$ cat config.mk
export PLATFORM = sky130hd
export DESIGN_NAME = clk_ratio_monitor
export DESIGN_NICKNAME = d
export VERILOG_FILES = /design/src/rtl/clk_ratio_monitor_pkg.sv /design/src/rtl/clk_edge_detect.sv /design/src/rtl/clk_ratio_monitor.sv
export SDC_FILE = /design/constraint.sdc
export NUM_CORES = 1
export LEC_CHECK = 0
export ABC_AREA = 1
export ABC_CLOCK_PERIOD_IN_PS = 2100
export BUFFER_PORTS_ARGS = -buffer_cell sky130_fd_sc_hd__buf_2
export CORE_UTILIZATION = 40
export CTS_CLUSTER_DIAMETER = 120
export DETAILED_ROUTE_END_ITERATION = 10
export PLACE_DENSITY = 0.68
export RECOVER_POWER = 25
export SETUP_SLACK_MARGIN = 0.05
export SYNTH_ARGS = -nofsm -noshare
export SYNTH_HDL_FRONTEND = slang
export SYNTH_HIERARCHICAL = 1
export SYNTH_SLANG_ARGS = --single-unit
$ cat constraint.sdc
create_clock -name I_ref_clk -period 2.1 [get_ports I_ref_clk]
set_clock_uncertainty 0.15 [all_clocks]
set_input_delay 0.42 -clock I_ref_clk [delete_from_list [all_inputs] [get_ports I_ref_clk]]
set_output_delay 0.42 -clock I_ref_clk [all_outputs]
set_load 0.02 [all_outputs]
$ cat src/rtl/clk_ratio_monitor_pkg.sv
// rtl/clk_ratio_monitor_pkg.sv - shared types and constants for the divided-clock ratio monitor
package clk_ratio_monitor_pkg;

    localparam int DEF_CNT_W = 8;
    localparam int CNT_MAX   = (1 << DEF_CNT_W) - 1;

    typedef enum logic [1:0] {
        S_IDLE = 2'd0,
        S_ACQ  = 2'd1,
        S_HIGH = 2'd2,
        S_LOW  = 2'd3
    } state_t;

endpackage

$ cat src/rtl/clk_edge_detect.sv
// rtl/clk_edge_detect.sv - one-cycle rise/fall detect on a same-domain divided clock
module clk_edge_detect (
    input  logic I_ref_clk,
    input  logic I_rst_n,
    input  logic div_clk,
    output logic rise,
    output logic fall
);

    logic div_q;

    // The divided clock is a register output in this domain, so it is sampled directly.
    always_ff @(posedge I_ref_clk or negedge I_rst_n) begin
        if (!I_rst_n) begin
            div_q <= 1'b0;
        end else begin
            div_q <= div_clk;
        end
    end

    assign rise = div_clk & ~div_q;
    assign fall = ~div_clk & div_q;

endmodule

$ cat src/rtl/clk_ratio_monitor.sv
// rtl/clk_ratio_monitor.sv - measures high/low/period of a divided clock and reports lock
module clk_ratio_monitor
    import clk_ratio_monitor_pkg::*;
#(
    parameter int CNT_W    = DEF_CNT_W,
    parameter int LOCK_CNT = 3
) (
    input  logic             I_ref_clk,
    input  logic             I_rst_n,
    input  logic             I_mon_en,
    input  logic             I_div_clk,
    output logic [CNT_W-1:0] o_high_cnt,
    output logic [CNT_W-1:0] o_low_cnt,
    output logic [CNT_W:0]   o_ratio,
    output logic             o_valid,
    output logic             o_locked,
    output logic             o_err
);

    localparam int                 MATCH_W    = $clog2(LOCK_CNT + 1);
    localparam logic [CNT_W-1:0]   PH_MAX     = '1;
    localparam logic [CNT_W-1:0]   PH_ONE     = CNT_W'(1);
    localparam logic [MATCH_W-1:0] MATCH_ONE  = MATCH_W'(1);
    localparam logic [MATCH_W-1:0] MATCH_FULL = MATCH_W'(LOCK_CNT);

    logic                rise;
    logic                fall;
    logic                any_edge;
    logic                timeout;
    logic [CNT_W:0]      ratio_new;

    state_t              state_q, state_d;
    logic [CNT_W-1:0]    phase_q, phase_d;
    logic [CNT_W-1:0]    hi_len_q, hi_len_d;
    logic [MATCH_W-1:0]  match_q, match_d;
    logic [CNT_W-1:0]    high_d;
    logic [CNT_W-1:0]    low_d;
    logic [CNT_W:0]      ratio_d;
    logic                valid_d;
    logic                locked_d;
    logic                err_d;

    clk_edge_detect u_edge (
        .I_ref_clk (I_ref_clk),
        .I_rst_n   (I_rst_n),
        .div_clk   (I_div_clk),
        .rise      (rise),
        .fall      (fall)
    );

    assign any_edge  = rise | fall;
    assign ratio_new = {1'b0, hi_len_q} + {1'b0, phase_q};
    // An edge arriving as the counter sits at its ceiling still counts as a measurement.
    assign timeout   = ((state_q == S_HIGH) || (state_q == S_LOW)) &&
                       (phase_q == PH_MAX) && !any_edge;

    always_comb begin
        state_d  = state_q;
        phase_d  = phase_q;
        hi_len_d = hi_len_q;
        match_d  = match_q;
        high_d   = o_high_cnt;
        low_d    = o_low_cnt;
        ratio_d  = o_ratio;
        valid_d  = 1'b0;
        locked_d = o_locked;
        err_d    = 1'b0;

        if (!I_mon_en) begin
            state_d  = S_IDLE;
            match_d  = '0;
            locked_d = 1'b0;
        end else begin
            if (state_q != S_IDLE) begin
                if (any_edge) begin
                    phase_d = PH_ONE;
                end else if (phase_q != PH_MAX) begin
                    phase_d = phase_q + PH_ONE;
                end
            end

            if (timeout) begin
                err_d    = 1'b1;
                locked_d = 1'b0;
                match_d  = '0;
                state_d  = S_ACQ;
            end else begin
                case (state_q)
                    S_IDLE: state_d = S_ACQ;
                    S_ACQ: begin
                        if (rise) begin
                            state_d = S_HIGH;
                        end
                    end
                    S_HIGH: begin
                        if (fall) begin
                            hi_len_d = phase_q;
                            state_d  = S_LOW;
                        end
                    end
                    S_LOW: begin
                        if (rise) begin
                            high_d  = hi_len_q;
                            low_d   = phase_q;
                            ratio_d = ratio_new;
                            valid_d = 1'b1;
                            state_d = S_HIGH;
                            // match_q of zero marks the first period since acquisition.
                            if ((match_q != '0) && (ratio_new == o_ratio)) begin
                                if (match_q != MATCH_FULL) begin
                                    match_d = match_q + MATCH_ONE;
                                end
                            end else begin
                                match_d = MATCH_ONE;
                                err_d   = o_locked;
                            end
                            locked_d = (match_d == MATCH_FULL);
                        end
                    end
                    default: state_d = S_IDLE;
                endcase
            end
        end
    end

    always_ff @(posedge I_ref_clk or negedge I_rst_n) begin
        if (!I_rst_n) begin
            state_q    <= S_IDLE;
            phase_q    <= '0;
            hi_len_q   <= '0;
            match_q    <= '0;
            o_high_cnt <= '0;
            o_low_cnt  <= '0;
            o_ratio    <= '0;
            o_valid    <= 1'b0;
            o_locked   <= 1'b0;
            o_err      <= 1'b0;
        end else begin
            state_q    <= state_d;
            phase_q    <= phase_d;
            hi_len_q   <= hi_len_d;
            match_q    <= match_d;
            o_high_cnt <= high_d;
            o_low_cnt  <= low_d;
            o_ratio    <= ratio_d;
            o_valid    <= valid_d;
            o_locked   <= locked_d;
            o_err      <= err_d;
        end
    end

endmodule

# Word level (Yosys, flattened, before mapping)
# Index checks and enable logic that the tools add are counted.
[word_totals]
register_bits = 49
word_cells = 77
[op_classes]
reduce_logical = 15
n_addsub = 3
eq_ne = 12
bitwise = 6
n_mux = 30
[op_table]
columns = ["operator", "n"]
rows = [
  ["$mux 2", 14],
  ["$mux 8", 2],
  ["$mux 1", 13],
  ["$add 8x8->9", 1],
  ["$eq 9x9->1", 1],
  ["$add 8x1->8 const B", 1],
  ["$eq 8x8->1 const B", 1],
  ["$ne 8x8->1 const B", 1],
  ["$reduce_and 4->1", 2],
  ["$eq 2x2->1 const B", 3],
  ["$ne 3x1->1 const B", 2],
  ["$pmux 2 s3", 1],
  ["$reduce_bool 2->1", 3],
  ["$ne 4x2->1 const B", 1],
  ["$ne 4x4->1 const B", 1],
  ["$reduce_and 2->1", 2],
  ["$logic_and 1x1->1", 3],
  ["$not 1->1", 3],
  ["$reduce_and 3->1", 1],
  ["$add 2x1->2 const B", 1],
  ["$and 1x1->1", 2],
  ["$eq 2x1->1 const B", 1],
  ["$logic_not 2->1", 1],
  ["$ne 2x2->1 const B", 1],
  ["4 further kinds", 4],
]

# Depth between registers and ports, before layout
# Gate-level depths: netlist of run 1.
[logic_depth]
word_depth = 13
depth_mapped = 16
ltp_nobuf = 16

# Hierarchy
# Netlist of run 1, hierarchy kept.
[by_module_without_submodules]
columns = ["mod", "n_inst", "seq_area_each_um2", "cells_each", "area_each_um2"]
rows = [
  ["clk_ratio_monitor", 1, 1201.2, 326, 2538.7],
  ["clk_edge_detect", 1, 25.0, 5, 40.0],
]

# Least setup slack after synthesis of run 1
# No wires, ideal clock.
[synth_path]
kind = "reg-to-reg"
start = "register phase_q[0]"
end = "register match_q[0]"
arrival_ns = 1.913
synth_period_minus_slack_ns = 2.183
setup_ns = 0.120
path_stages_with_launch = 15
required_time_ns = 1.830
slack_ns = -0.083
n_path_buf = 0
path_cell_list = "dfrtp_1 ha_1 fa_1 nand2_1 nand2_1 nor2_1 nand2_1 nor2_1 nand2_1 nor2_1 nand2_1 nor2_1 nand3_2 o21ai_1 nand2_1"
[synth_via]
elab_chain_len = 12
[synth_rtl]
columns = ["element", "line", "source"]
rows = [
  ["start, declared", "clk_ratio_monitor.sv:33", "logic [CNT_W-1:0] phase_q, phase_d;"],
  ["start signal, assigned", "clk_ratio_monitor.sv:140", "phase_q <= phase_d;"],
  ["$add 8x8->9", "clk_ratio_monitor.sv:52", "assign ratio_new = {1'b0, hi_len_q} + {1'b0, phase_q};"],
  ["named net ratio_new[1]", "clk_ratio_monitor.sv:30", "logic [CNT_W:0] ratio_new;"],
  ["$eq 9x9->1", "clk_ratio_monitor.sv:109", "if ((match_q != '0) && (ratio_new == o_ratio)) begin"],
  ["$logic_and 1x1->1", "clk_ratio_monitor.sv:109", ""],
  ["$mux 2", "clk_ratio_monitor.sv:109", ""],
  ["$mux 2", "clk_ratio_monitor.sv:102", "if (rise) begin"],
  ["$mux 2", "clk_ratio_monitor.sv:88", "case (state_q)"],
  ["$mux 2", "clk_ratio_monitor.sv:82", "if (timeout) begin"],
  ["$mux 2", "clk_ratio_monitor.sv:69", "if (!I_mon_en) begin"],
  ["$mux 2", "clk_ratio_monitor.sv:102", ""],
  ["$mux 2", "clk_ratio_monitor.sv:88", ""],
  ["$mux 2", "clk_ratio_monitor.sv:82", ""],
  ["$mux 2", "clk_ratio_monitor.sv:69", ""],
  ["end signal, assigned", "clk_ratio_monitor.sv:142", "match_q <= match_d;"],
  ["end, declared", "clk_ratio_monitor.sv:35", "logic [MATCH_W-1:0] match_q, match_d;"],
]
# The timed path passes the listed nets, and every way through them passes these cells. The select of a mux whose other input is x is not followed.
# A chain may end at the register's enable or synchronous reset.

# Worst setup path after layout of run 1
# Same ends and word-level chain as after synthesis.

==> Implementation_results.wiki, run 1 <==
{| class="wikitable"
! Metric !! Value
|-
| Outcome || complete, but fails checks
|-
| Violations in the final reports || setup timing
|-
| R2R Setup Slk || -0.19 ns
|-
| Die Width || 82.3 µm
|-
| Startpoint of the most critical hold path || I_div_clk
|-
| Switching share of power || 34.0%
|-
| Clock latency of the later-clocked register in the worst-skew pair || 0.31 ns
|-
| Number of iterations in the first detailed-routing pass || 4
|-
| Part of the power in registers || 47.1%
|-
| Beginning of the worst register-to-register path || phase_q[0]$_DFFE_PN0P_
|-
| Number of global-route vias before repair || 2088
|-
| Cell count after placement || 454
|-
| Kind of critical path || reg -> reg
|-
| CTS HTree Levels || 2
|-
| Clk pwr share || 25.6%
|-
| Via count || 2254
|-
| Number of remaining DRC errors || 0
|-
| Multi-input combinational cell area || 0.00124 mm²
|-
| Sequence of cells on the critical path || ha_2 > fa_2 > nor2_1 > nor2_1 > nand2_1 > nor2_1 > nand2_1 > nor2_1 > nand2_1 > nor2_2 > nand3_2 > o21ai_1 > nand2_1
|-
| Syn avg cell area || 7.79 µm²
|-
| Arr. time, crit path || 2.34 ns
|-
| TritonCTS clock tree || yes
|-
| Ant diodes || 0
|-
| Dpl hpwl || 4330 µm
|-
| Buf/Inv on CP || 0
|-
| Static Leakage || 1.69 nW
|-
| Library cells used by synthesis || 30
|-
| Number of top-level pins || 32
|-
| Unrepaired setup endpoints after global routing || yes
|-
| Number of violations of the max-capacitance limit || 0
|-
| Endpoint of the lowest-slack register-to-register path || match_q[0]$_DFFE_PN0P_
|-
| Net count of the mapped netlist || 345
|-
| Antenna violations before repair || 0
|-
| Worst-case vdd ir drop || 327 µV
|-
| Synthesis-stage register bit count || 49
|-
| Final setup TNS || -0.564 ns
|-
| Post-layout instance count excluding filler cells || 468
|-
| Die Area || 0.00677 mm²
|-
| Yosys synthesis warning count || 6
|-
| PnR Total Power || 0.00234 W
|-
| Die Span Y || 82.3 µm
|-
| CP required || 2.16 ns
|-
| Final hold violation count || 0
|-
| Worst-case setup margin in the final layout || -0.188 ns
|-
| Average detailed-routed wire length per instance || 12.9 µm
|-
| DR iter-0 viols || 98
|-
| Clock buffer count from CTS || 5
|-
| Per-cell via count in the routed design || 4.82
|-
| Final-layout fill cell count || 595
|-
| Core footprint || 0.00606 mm²
|-
| Crit end category || register
|-
| Number of cells on the worst hold path || 1
|-
| # rows || 28
|-
| Number of nets in the layout || 406
|-
| Wirelength, routed || 6050 µm
|-
| Initial standard-cell utilization of the core || 42.5%
|-
| Net Switching || 0.000797 W
|-
| Total grt overflow || 0
|-
| Critical Path Fanout Max || 4
|-
| Final worst path period need || 2.29 ns
|-
| Combinational share of power || 27.3%
|-
| Count of final max-slew check failures || 0
|-
| P_int || 0.00154 W
|-
| Portion of the clock cycle consumed by the worst path in the final layout || 109%
|-
| Post-synthesis instance total || 331
|-
| Clock root buffer master || sky130_fd_sc_hd__clkbuf_8
|-
| Global-route wire length before repair || 9390 µm
|-
| Ratio of cells with drive above 1 in the final layout || 22.9%
|-
| Total routing usage reported by global routing || 18.7%
|-
| Share of the yosys chip area belonging to registers || 47.5%
|-
| Hold slack || 0.100 ns
|-
| Final setup violating endpoints || 4
|-
| Area taken by flip-flops and latches || 0.00123 mm²
|-
| Number of port buffers || 31
|-
| Largest net degree at the start of global routing || 31
|-
| Last weighted congestion value of the routability-driven placer || 0.864
|-
| Total power divided by cell area || 732 mW/mm²
|-
| Clock sink total || 49
|-
| Clock slew at reported path FFs || 0.09 ns
|-
| Worst slew margin relative to its limit || 22.9%
|-
| Post-route antenna net violation count || 0
|-
| Gate family responsible for the most delay along the worst path || simple AND/OR/NAND/NOR gates
|-
| Area of the mapped netlist || 0.00258 mm²
|-
| Maximum clock rate || 0.437 GHz
|-
| Worst min-delay path category || in -> reg
|-
| Largest stage delay on the critical path || 0.54 ns
|-
| Number of cells on the worst reg-to-reg path || 13
|-
| Hold Path End || u_edge/div_q$_DFF_PN0_
|-
| Synth-to-layout area growth || 24.0%
|-
| Critical Path Source Type || register
|-
| Maximum count of clock buffers along a single path || 2
|-
| Crit-path slowest cell || sky130_fd_sc_hd__fa_2
|-
| Measured slew at the worst slew-check pin || 1.16 ns
|}
-- state kept, by name (all words and copies together) (netlist names) --
signal,cells
state_q,2
o_ratio,9
o_locked,1
u_edge/div_q,1
phase_q,8
o_valid,1
o_low_cnt,8
match_q,2
o_high_cnt,8
o_err,1
hi_len_q,8
-- layout make-up --
cell class	instances	share of cell area, %
tap	75	2.93
multi-input combinational	234	38.7
timing repair buffer	59	11.9
clock inverter	2	0.430
inverter	43	5.13
clock buffer	6	2.58
sequential	49	38.3
-- per-layer routing --
layer  GRT usage [%]  wire length (µm)
met5               0                 0
met4            7.19                79
met3            3.74               240
met2            32.6              2980
met1            22.6              2750
-- Yosys cell counts (all sizes together) --
library cell	n	share of area (%)
o211ai	1	0.49
xor2	1	0.34
a31oi	1	0.24
nand2	110	16
fa	1	0.78
o21ai	32	6.2
nand4	3	0.97
a21oi	9	1.7
clkbuf	4	0.58
o21a	2	0.58
nor3	3	0.78
o31ai	2	0.58
nand3b	3	0.87
dfrtp	49	48
nor2	30	4.9
inv	43	6.3
nand3	24	5.3
buf	2	0.63
ha	9	4.4
xnor2	1	0.34
a21boi	1	0.29
-- metrics by stage --
step / instance area, µm² / utilization [%] / setup slack, ns
2_1_floorplan: 2580 / - / -0.0500
3_3_place_gp: 2980 / 49.2 / -0.139
6_report: 3200 / 52.8 / -0.188
5_1_grt: 3200 / 52.8 / -0.334
4_1_cts: 3110 / 51.2 / -0.208
3_5_place_dp: 2980 / 49.2 / -0.209
-- kinds of logic after synthesis --
logic type	synth area share, %
AOI/OAI and AO/OA	10.1
xor gates and xnor gates	0.679
adders and majority gates	5.14
buffers and inverters	7.47
DFF	47.5
and+or+nand+nor	29.0
-- how the worst max path moves through the flow --
| stage | from | to | slack [ns] | cells after the start |
|---|---|---|---|---|
| 3_3_place_gp | phase_q[0]$_DFFE_PN0P_ | match_q[0]$_DFFE_PN0P_ | -0.14 | 14 |
| 6_report | phase_q[0]$_DFFE_PN0P_ | match_q[0]$_DFFE_PN0P_ | -0.19 | 13 |
| 2_1_floorplan | phase_q[0]$_DFFE_PN0P_ | match_q[0]$_DFFE_PN0P_ | -0.05 | 14 |
| 5_1_grt | phase_q[0]$_DFFE_PN0P_ | match_q[0]$_DFFE_PN0P_ | -0.33 | 13 |
| 4_1_cts | phase_q[0]$_DFFE_PN0P_ | match_q[0]$_DFFE_PN0P_ | -0.21 | 13 |
| 3_5_place_dp | phase_q[0]$_DFFE_PN0P_ | match_q[0]$_DFFE_PN0P_ | -0.21 | 14 |
-- placed cells by master (no fill, tap or decap), types with 2 or more instances in the layout --
| master | count |
|---|---|
| sky130_fd_sc_hd__a21oi_1 | 8 |
| sky130_fd_sc_hd__buf_2 | 29 |
| sky130_fd_sc_hd__buf_4 | 25 |
| sky130_fd_sc_hd__clkbuf_1 | 2 |
| sky130_fd_sc_hd__clkbuf_8 | 6 |
| sky130_fd_sc_hd__dfrtp_1 | 49 |
| sky130_fd_sc_hd__ha_1 | 7 |
| sky130_fd_sc_hd__ha_2 | 2 |
| sky130_fd_sc_hd__inv_1 | 41 |
| sky130_fd_sc_hd__nand2_1 | 104 |
| sky130_fd_sc_hd__nand2_2 | 6 |
| sky130_fd_sc_hd__nand3_1 | 21 |
| sky130_fd_sc_hd__nand3_2 | 2 |
| sky130_fd_sc_hd__nand3_4 | 2 |
| sky130_fd_sc_hd__nand3b_1 | 3 |
| sky130_fd_sc_hd__nand4_1 | 2 |
| sky130_fd_sc_hd__nor2_1 | 24 |
| sky130_fd_sc_hd__nor2_2 | 4 |
| sky130_fd_sc_hd__nor2_4 | 2 |
| sky130_fd_sc_hd__o21a_1 | 2 |
| sky130_fd_sc_hd__o21ai_0 | 23 |
| sky130_fd_sc_hd__o21ai_1 | 9 |
| sky130_fd_sc_hd__o31ai_1 | 2 |
-- worst reg2reg max path, cell delays in order, from the launching register on --
cell and delay [ns]:
sky130_fd_sc_hd__dfrtp_1 0.39, sky130_fd_sc_hd__ha_2 0.20, sky130_fd_sc_hd__fa_2 0.54, sky130_fd_sc_hd__nor2_1 0.05
sky130_fd_sc_hd__nor2_1 0.09, sky130_fd_sc_hd__nand2_1 0.05, sky130_fd_sc_hd__nor2_1 0.08, sky130_fd_sc_hd__nand2_1 0.05
sky130_fd_sc_hd__nor2_1 0.08, sky130_fd_sc_hd__nand2_1 0.07, sky130_fd_sc_hd__nor2_2 0.09, sky130_fd_sc_hd__nand3_2 0.13
sky130_fd_sc_hd__o21ai_1 0.15, sky130_fd_sc_hd__nand2_1 0.06
-- timing repair --
item	CTS	global route
hold endpoints to repair	19	0
endpoints found under the setup margin	5	14
pin swaps	2	8
hold buffers	1	0
setup buffers	1	3
gates cloned	0	1
resized for setup	2	17
-- power by group through the flow --
stage / combinational (W) / clock [W] / sequential [W]
2_1_floorplan: 0.000328 / 0 / 0.00117
3_3_place_gp: 0.000589 / 0 / 0.00112
3_5_place_dp: 0.000606 / 0 / 0.00112
4_1_cts: 0.000618 / 0.000616 / 0.00110
5_1_grt: 0.000725 / 0.000659 / 0.00111
6_report: 0.000640 / 0.000598 / 0.00110
No activity file was read; power rests on OpenSTA's default activity.
==> run 2: changes to the inputs <==
ABC_CLOCK_PERIOD_IN_PS = 2400   (was 2100)
CAP_MARGIN = 20   (was default)
CORE_UTILIZATION = 35   (was 40)
PLACE_DENSITY = 0.6   (was 0.68)
clock period = 2.4 ns   (was 2.1 ns; I/O delays follow)
==> run 2 against run 1 <==
Core utilization is 9.2 points lower. Routed wire length fell by 10%. The run now ends clean. Global-route usage shrank 3.2 points. Largest cell class is now flip-flops and latches. Maximum frequency shrank 3.6%. Flip-flop and latch count unchanged.
==> Implementation_results.wiki, run 2 (synthesis gave the netlist of run 1 again) <==
{| class="wikitable"
! Metric !! Value
|-
| Endpoint of the lowest-slack register-to-register path || match_q[0]$_DFFE_PN0P_
|-
| Number of top-level pins || 32
|-
| Worst slew margin relative to its limit || 19.5%
|-
| Switching share of power || 32.6%
|-
| Kind of critical path || reg -> reg
|-
| Crit end category || register
|-
| Total grt overflow || 0
|-
| Initial standard-cell utilization of the core || 37.1%
|-
| Beginning of the worst register-to-register path || hi_len_q[0]$_DFFE_PN0P_
|-
| Final-layout fill cell count || 694
|-
| Part of the power in registers || 47.3%
|-
| Number of iterations in the first detailed-routing pass || 4
|-
| Number of global-route vias before repair || 2048
|-
| Dpl hpwl || 3990 µm
|-
| Die Width || 87.8 µm
|-
| Arr. time, crit path || 2.43 ns
|-
| Count of hold-fix buffers inserted at cts || 0
|-
| Clock root buffer master || sky130_fd_sc_hd__clkbuf_8
|-
| Number of nets in the layout || 386
|-
| Commonest non-fill, non-tap cells in the layout || sky130_fd_sc_hd__nand2_1 (108), sky130_fd_sc_hd__dfrtp_1 (49), sky130_fd_sc_hd__inv_1 (41), sky130_fd_sc_hd__buf_2 (30), sky130_fd_sc_hd__o21ai_0 (26)
|-
| Hold slack || 0.170 ns
|-
| Count of final max-slew check failures || 0
|-
| Number of port buffers || 31
|-
| Total routing usage reported by global routing || 15.5%
|-
| Ant diodes || 0
|-
| Measured slew at the worst slew-check pin || 1.21 ns
|-
| Maximum clock rate || 0.421 GHz
|-
| Static Leakage || 1.58 nW
|-
| P_int || 0.00139 W
|-
| # rows || 30
|-
| Clk pwr share || 29.5%
|-
| Number of cells on the worst hold path || 1
|-
| Critical Path Source Type || register
|-
| CTS HTree Levels || 2
|-
| Per-cell via count in the routed design || 4.64
|-
| Hold Path End || u_edge/div_q$_DFF_PN0_
|-
| Register with the highest flop count || o_ratio
|-
| Portion of the clock cycle consumed by the worst path in the final layout || 98.9%
|-
| Average detailed-routed wire length per instance || 11.6 µm
|-
| Unrepaired setup endpoints after global routing || yes
|-
| Antenna violations before repair || 0
|-
| Final hold violation count || 0
|-
| Die Area || 0.00771 mm²
|-
| R2R Setup Slk || 0.03 ns
|-
| Clock buffer count from CTS || 5
|-
| Outcome || finished, final reports clean
|-
| Total power divided by cell area || 680 mW/mm²
|-
| Synth-to-layout area growth || 17.3%
|-
| Final worst path period need || 2.37 ns
|-
| Global-route wire length before repair || 9220 µm
|-
| Number of remaining DRC errors || 0
|-
| Die Span Y || 87.8 µm
|-
| Net Switching || 0.000669 W
|-
| Clock slew at reported path FFs || 0.09 ns
|-
| Max FFs per register || 9
|-
| Worst min-delay path category || in -> reg
|-
| Critical Path Fanout Max || 4
|-
| Post-Route Utilization || 43.6%
|-
| CP required || 2.46 ns
|-
| Most common library cell in the layout ignoring fill and taps || sky130_fd_sc_hd__nand2_1
|-
| Number of cells on the worst reg-to-reg path || 14
|-
| Startpoint of the most critical hold path || I_div_clk
|-
| Wirelength, routed || 5450 µm
|-
| Clock latency of the later-clocked register in the worst-skew pair || 0.31 ns
|-
| Maximum count of clock buffers along a single path || 2
|-
| Worst-case vdd ir drop || 253 µV
|-
| Post-route antenna net violation count || 0
|-
| Last weighted congestion value of the routability-driven placer || 0.827
|-
| Ratio of cells with drive above 1 in the final layout || 16.6%
|-
| Cell area reported after detailed placement || 0.00289 mm²
|-
| Combinational share of power || 23.2%
|-
| DR iter-0 viols || 116
|-
| Final setup violating endpoints || 0
|-
| TritonCTS clock tree || yes
|-
| Post-route design area || 0.00303 mm²
|-
| Via count || 2174
|-
| Number of violations of the max-capacitance limit || 0
|-
| Core footprint || 0.00694 mm²
|-
| Clock sink total || 49
|-
| Largest net degree at the start of global routing || 50
|}
## run 2: area by class of cell
type                            count  area, µm²  area share, %
Clock buffer                        6       72.6           2.40
Clock inverter                      2       38.8           1.28
Inverter                           43        161           5.33
Multi-Input combinational cell    233       1170           38.8
Sequential cell                    49       1230           40.5
Tap cell                           96        120           3.97
Timing Repair Buffer               40        231           7.65
## run 2: worst max-delay path, stage by stage, from the launching register on
cell,delay [ns]
sky130_fd_sc_hd__dfrtp_1,0.43
sky130_fd_sc_hd__ha_4,0.18
sky130_fd_sc_hd__fa_1,0.46
sky130_fd_sc_hd__nand2_1,0.13
sky130_fd_sc_hd__nand2_1,0.08
sky130_fd_sc_hd__nand3_1,0.09
sky130_fd_sc_hd__nand2_1,0.05
sky130_fd_sc_hd__nand2_1,0.08
sky130_fd_sc_hd__nand2_1,0.06
sky130_fd_sc_hd__nand2_1,0.05
sky130_fd_sc_hd__nand2_1,0.06
sky130_fd_sc_hd__nor2_2,0.11
sky130_fd_sc_hd__nand3_2,0.12
sky130_fd_sc_hd__o21ai_1,0.15
sky130_fd_sc_hd__nand2_1,0.06
## run 2: what timing repair did
item | 4_1_cts | 5_1_grt
buffers inserted | 1 | 1
endpoints found under the setup margin | 3 | 4
pin swaps | 0 | 4
hold endpoints to repair | 0 | 0
gates resized for setup | 0 | 3
## run 2: how the worst max path moves through the flow
| stage | slack (ns) | startpoint | cells past startpoint | to |
|---|---|---|---|---|
| 6_report | 0.03 | hi_len_q[0]$_DFFE_PN0P_ | 14 | match_q[0]$_DFFE_PN0P_ |
| 5_1_grt | -0.19 | hi_len_q[0]$_DFFE_PN0P_ | 14 | match_q[0]$_DFFE_PN0P_ |
| 4_1_cts | 0.03 | hi_len_q[0]$_DFFE_PN0P_ | 14 | match_q[0]$_DFFE_PN0P_ |
| 3_5_place_dp | 0.03 | phase_q[0]$_DFFE_PN0P_ | 14 | match_q[0]$_DFFE_PN0P_ |
| 3_3_place_gp | 0.1 | phase_q[0]$_DFFE_PN0P_ | 14 | match_q[0]$_DFFE_PN0P_ |
| 2_1_floorplan | 0.22 | phase_q[0]$_DFFE_PN0P_ | 14 | match_q[0]$_DFFE_PN0P_ |
## run 2: layer usage
metal  track usage, %  part of all wire, %  vias to the layer above
met2             27.2                   47                       36
met5                0                    0                        -
met4             4.47                  1.1                        0
met3             2.73                  3.6                        6
li1                 -                    -                     1138
met1             19.6                   48                      994
## run 2: metrics by stage
stage                     worst slack (ns)  TNS [ns]  power (W)  cells
after floorplan                      0.217         0    0.00131    331
after global placement              0.0976         0    0.00145    459
after detailed placement            0.0269         0    0.00146    459
after CTS                           0.0340         0    0.00207    468
after global routing                -0.186    -0.598    0.00219    469
final                               0.0268         0    0.00206    469
## run 2: power groups by stage
stage,Clock [W],Sequential (W),Combinational (W)
finish,0.000607,0.000973,0.000476
global route,0.000649,0.000985,0.000555
CTS,0.000626,0.000970,0.000477
detailed placement,0,0.000988,0.000468
global placement,0,0.000985,0.000464
floorplan,0,0.00102,0.000285
